## config.mk

```make
export PLATFORM = sky130hd
export DESIGN_NAME = div_iter
export DESIGN_NICKNAME = d
export VERILOG_FILES = /design/src/rtl/div_iter.sv
export SDC_FILE = /design/constraint.sdc
export NUM_CORES = 1
export LEC_CHECK = 0
export CAP_MARGIN = 15
export CORE_ASPECT_RATIO = 0.75
export CORE_UTILIZATION = 70
export CTS_BUF_LIST = sky130_fd_sc_hd__clkbuf_8
export DETAILED_ROUTE_END_ITERATION = 6
export DONT_BUFFER_PORTS = 1
export MAX_ROUTING_LAYER = met4
export PLACE_DENSITY = 0.85
export SETUP_SLACK_MARGIN = 0.2
export SYNTH_ARGS = -nofsm -noshare
export SYNTH_HDL_FRONTEND = slang
export SYNTH_SLANG_ARGS = --single-unit
```

## constraint.sdc

```tcl
create_clock -name clk -period 7.3 [get_ports clk]
set_input_delay 2.19 -clock clk [delete_from_list [all_inputs] [get_ports clk]]
set_output_delay 2.19 -clock clk [all_outputs]
set_load 0.005 [all_outputs]
```

## src/rtl/div_iter.sv

```systemverilog
// Multi-cycle radix-2 restoring divider, signed/unsigned, one quotient bit per cycle.
// Responder side of the start/ready divide handshake; result_o = {remainder, quotient}.
module div_iter #(
  parameter int unsigned WIDTH = 32
) (
  input  logic                 clk,
  input  logic                 rst,
  input  logic                 signed_div_i,
  input  logic [WIDTH-1:0]     opdata1_i,
  input  logic [WIDTH-1:0]     opdata2_i,
  input  logic                 start_i,
  input  logic                 annul_i,
  output logic [2*WIDTH-1:0]   result_o,
  output logic                 ready_o
);

  localparam int unsigned CW = $clog2(WIDTH) + 1;

  typedef enum logic [1:0] {
    S_FREE,
    S_BYZERO,
    S_ON,
    S_END
  } state_t;

  state_t             r_state;
  logic [CW-1:0]      r_cnt;
  logic [WIDTH-1:0]   r_dvd;
  logic [WIDTH-1:0]   r_dvs;
  logic [WIDTH-1:0]   r_rem;
  logic [WIDTH-1:0]   r_quo;
  logic               r_negq;
  logic               r_negr;
  logic [2*WIDTH-1:0] r_result;
  logic               r_ready;

  logic               w_neg1;
  logic               w_neg2;
  logic [WIDTH-1:0]   w_abs1;
  logic [WIDTH-1:0]   w_abs2;
  logic [WIDTH:0]     w_shift;
  logic [WIDTH:0]     w_diff;
  logic               w_qbit;
  logic [WIDTH-1:0]   w_rem_nx;
  logic [WIDTH-1:0]   w_quo_nx;
  logic [WIDTH-1:0]   w_rem_fix;
  logic [WIDTH-1:0]   w_quo_fix;
  logic               w_last;

  always_comb begin
    w_neg1    = signed_div_i & opdata1_i[WIDTH-1];
    w_neg2    = signed_div_i & opdata2_i[WIDTH-1];
    w_abs1    = w_neg1 ? (~opdata1_i + 1'b1) : opdata1_i;
    w_abs2    = w_neg2 ? (~opdata2_i + 1'b1) : opdata2_i;
    // Partial remainder is kept below the divisor, so the shifted value needs one extra bit.
    w_shift   = {r_rem, r_dvd[WIDTH-1]};
    w_diff    = w_shift - {1'b0, r_dvs};
    w_qbit    = ~w_diff[WIDTH];
    w_rem_nx  = w_qbit ? w_diff[WIDTH-1:0] : w_shift[WIDTH-1:0];
    w_quo_nx  = {r_quo[WIDTH-2:0], w_qbit};
    w_quo_fix = r_negq ? (~w_quo_nx + 1'b1) : w_quo_nx;
    w_rem_fix = r_negr ? (~w_rem_nx + 1'b1) : w_rem_nx;
    w_last    = (r_cnt == CW'(WIDTH - 1));
  end

  always_ff @(posedge clk) begin
    if (rst) begin
      r_state  <= S_FREE;
      r_cnt    <= '0;
      r_dvd    <= '0;
      r_dvs    <= '0;
      r_rem    <= '0;
      r_quo    <= '0;
      r_negq   <= 1'b0;
      r_negr   <= 1'b0;
      r_result <= '0;
      r_ready  <= 1'b0;
    end else begin
      case (r_state)
        S_FREE: begin
          if (start_i && !annul_i) begin
            if (opdata2_i == '0) begin
              r_state <= S_BYZERO;
            end else begin
              r_dvd   <= w_abs1;
              r_dvs   <= w_abs2;
              r_negq  <= w_neg1 ^ w_neg2;
              r_negr  <= w_neg1;
              r_cnt   <= '0;
              r_rem   <= '0;
              r_quo   <= '0;
              r_state <= S_ON;
            end
          end
        end
        S_BYZERO: begin
          r_result <= '0;
          r_ready  <= 1'b1;
          r_state  <= S_END;
        end
        S_ON: begin
          if (!start_i || annul_i) begin
            r_state <= S_FREE;
          end else begin
            r_rem <= w_rem_nx;
            r_quo <= w_quo_nx;
            r_dvd <= {r_dvd[WIDTH-2:0], 1'b0};
            r_cnt <= r_cnt + CW'(1);
            if (w_last) begin
              r_result <= {w_rem_fix, w_quo_fix};
              r_ready  <= 1'b1;
              r_state  <= S_END;
            end
          end
        end
        S_END: begin
          if (!start_i) begin
            r_ready <= 1'b0;
            r_state <= S_FREE;
          end
        end
        default: begin
          r_ready <= 1'b0;
          r_state <= S_FREE;
        end
      endcase
    end
  end

  assign result_o = r_result;
  assign ready_o  = r_ready;

endmodule

```

==> flow_metrics.tcl <==
set metrics [dict create \
    status "finished clean" \
    regToRegSetupSlack_ns 1.87 \
    ys_top_cells_by_count "nor2_1 (233), dfxtp_1 (202), nand2_1 (148)" \
    r2r_end "result_o[58]$_SDFFE_PP0P_" \
    reg2reg_from "r_dvd[31]$_SDFFE_PP0P_" \
    synth.most_common_cell "nor2_1" \
    antenna_found_initial 0 \
    drive_above_1_share_pct 6.29 \
    synthTopCellsByArea "dfxtp_1 (33%), nor2_1 (7.1%), a22oi_1 (6.3%)" \
    wl_per_cell_um 18.6 \
    fin_crit_ns 5.43 \
    place_congestion 0.974 \
    num_vias 11800 \
    hold_path.startpoint "r_dvd[3]$_SDFFE_PP0P_" \
    setup-tns-final_ns 0 \
    dieArea_sq_um 18200 \
    hp-class "register to register" \
    drtIter0Drc 1496 \
    grt_max_degree 176 \
    synth_top_area_share_pct 32.6 \
    drt-pass1-iter-count 6 \
    synth_area_sq_um 12400 \
    required_ns 7.77 \
    root_buffer "clkbuf_8" \
    numCtsBuffers 30 \
    cts.sinks 202 \
    fin_crit_sh_pct 74.4 \
    end_kind "register" \
    die_h_um 117 \
    critical_path_buf_inv_count 4 \
    io_pins 134 \
    synth_edf_count 0 \
    syn_inst 1587 \
    maxCapViolCount 0 \
    min_to "r_dvd[4]$_SDFFE_PP0P_" \
    arrival_ns 5.90 \
    ys_types 86 \
    ys_seq_area_share_pct 32.6 \
    p_leak_uw 0.00502 \
    start_util_pct 72.5 \
    start_kind "register" \
    ir_worst_vdd_uv 123 \
    final_nets 1640 \
    grt_use_total_pct 36.7 \
    cts_setup_buffers 0 \
    htree_levels 1 \
    rows 41 \
    clk_latency_ns 0.59 \
    path_cells "inv_1 -> ha_1 -> inv_1 -> fa_1 -> a211oi_2 -> o211ai_1 -> and3_4 -> o2111a_2 -> nor3_2 -> nor2_4 -> inv_2 -> o21ai_0 -> inv_1 -> ha_1 -> nand4_1 -> nor4b_1 -> a21boi_1 -> o21ai_1 -> mux2i_1 -> a221o_1" \
    stdcell_count 1793 \
    grt_pass1_wl_um 52400 \
    tightest_slew_ns 1.19 \
    setup_viol 0 \
    io_buffers 0 \
    p_total_uw 2550 \
    hold_viol_final 0 \
    synth-seq-cells 202 \
    hpwl_um 23500 \
    cellPowerDensity_nw_per_um2 195 \
    cts_resized 0 \
    antenna_left 0 \
    critPathSlowestCell "nor3_2" \
    yosys_warnings 0 \
    synthFlopType "dfxtp_1" \
    cp_max_fo 35 \
    reg2reg_depth 20 \
    grt_pass1_vias 10400 \
    max_stage_delay_ns 0.62 \
    die_x_um 156 \
    clockBufferDepth 3 \
    synth_fp_nets 1694 \
    core-area_sq_um 17100 \
    cts_hold_buf 0 \
    crit_path_frequent_cell "inv_1" \
    vias_per_cell 6.57 \
    synth.largest_area_cell "dfxtp_1" \
    diodes 0 \
    async_flop_share_pct 0 \
    dp_cells 1737 \
    finClkSkew_ns 0.0162 \
    holdPathStages 2 \
    cts_tree "built" \
    drc 0 \
    synth.avg_cell_area_sq_um 7.81 \
    rsz0062_at_grt "no" \
    path_class "register to register" \
    crit_family "compound AO/OA/AOI/OAI gates" \
    maxSlewHeadroom_pct 20.7 \
    gr-total-overflow 0 \
    cts.reportedPaths.clkPinSlew_ns 0.07 \
    max_freq_mhz 184 \
    wirelength_um 33400 \
    slew_violations 0 \
    syn_to_final_growth_pct 5.58 \
]
## cells by family (layout without fill, tap and decap cells)
kind of cell / after synthesis / in the layout / share of synthesized area, %
AO/OA/AOI/OAI: 483 / 483 / 26.0
multiplexers: 32 / 32 / 2.74
XOR/XNOR: 145 / 145 / 10.2
flip-flops: 202 / 202 / 32.6
buffers and inverters: 148 / 118 / 4.76
adder cells (fa/ha/maj): 38 / 38 / 3.90
AND/OR/NAND/NOR: 539 / 539 / 19.7
## report_power, final
group          switching [uW]  total, uW  internal, uW
logic                     224        351           127
clock network             470       1060           591
registers                13.2       1140          1130
total                     708       2550          1840
## routing by layer
metal,vias to the layer above,GRT usage (%),wire [um]
met4,0,8.69,526
li1,5615,-,-
met5,-,-,0
met3,55,10.2,4360
met1,5441,52.6,15100
met2,668,50.4,13500
## cells in the final DEF (no fill, tap or decap), drive strengths merged, types with 8 or more instances in the layout
cell,instances
a21o,11
nand2,149
o211ai,11
a21oi,123
a211oi,35
mux2,9
nand2b,11
a31oi,11
xnor2,80
nor3,35
clkinv,8
nand3,14
a22oi,104
xor2,65
nor2,234
o21ai,95
ha,37
or4,11
nand4,9
o41ai,12
o31ai,23
nor4,18
dfxtp,202
inv,58
clkbuf,39
buf,8
and2,9
or3,17
mux2i,23
## layout make-up
type	instances	area, sq um
Clock buffer	39	537
Sequential cell	202	4040
Inverter	54	203
Multi-Input combinational cell	1237	7780
Timing Repair Buffer	8	60.1
Tap cell	236	295
Clock inverter	17	168
Fill cell	1293	4000
## per-stage QoR
stage          hold slack [ns]  util [%]  setup WS [ns]  instance area [sq um]
2_1_floorplan            0.432         -           2.48                  12400
3_3_place_gp             0.437      72.5           2.15                  12400
3_5_place_dp             0.441      72.5           2.02                  12400
4_1_cts                  0.451      76.6           2.03                  13100
5_1_grt                  0.463      76.6           1.53                  13100
6_report                 0.450      76.6           1.87                  13100
## state kept, by name (all words and copies together) (netlist names)
signal	flops
r_rem	32
r_dvs	32
r_negr	1
result_o	64
r_dvd	32
r_cnt	6
r_quo	31
r_negq	1
r_state	2
ready_o	1
## worst register-to-register path, stage by stage, from the launching register on
cell and delay (ns):
dfxtp_1 0.36, inv_1 0.07, ha_1 0.15, inv_1 0.05, fa_1 0.45, a211oi_2 0.31
o211ai_1 0.17, and3_4 0.20, o2111a_2 0.30, nor3_2 0.62, nor2_4 0.04, inv_2 0.49
o21ai_0 0.32, inv_1 0.11, ha_1 0.28, nand4_1 0.16, nor4b_1 0.36, a21boi_1 0.14
o21ai_1 0.27, mux2i_1 0.14, a221o_1 0.31
## worst max path at each step
stage,from,endpoint,slack (ns),depth (start not counted)
floorplan,opdata1_i[8],r_dvd[30]$_SDFFE_PP0P_,2.48,10
global placement,opdata2_i[0],r_dvd[15]$_SDFFE_PP0P_,2.15,12
detailed placement,opdata2_i[0],r_dvd[15]$_SDFFE_PP0P_,2.02,12
CTS,r_dvd[31]$_SDFFE_PP0P_,result_o[58]$_SDFFE_PP0P_,2.03,20
global route,r_dvd[31]$_SDFFE_PP0P_,result_o[58]$_SDFFE_PP0P_,1.53,20
finish,r_dvd[31]$_SDFFE_PP0P_,result_o[58]$_SDFFE_PP0P_,1.87,20
No activity file was read; power rests on OpenSTA's default activity.
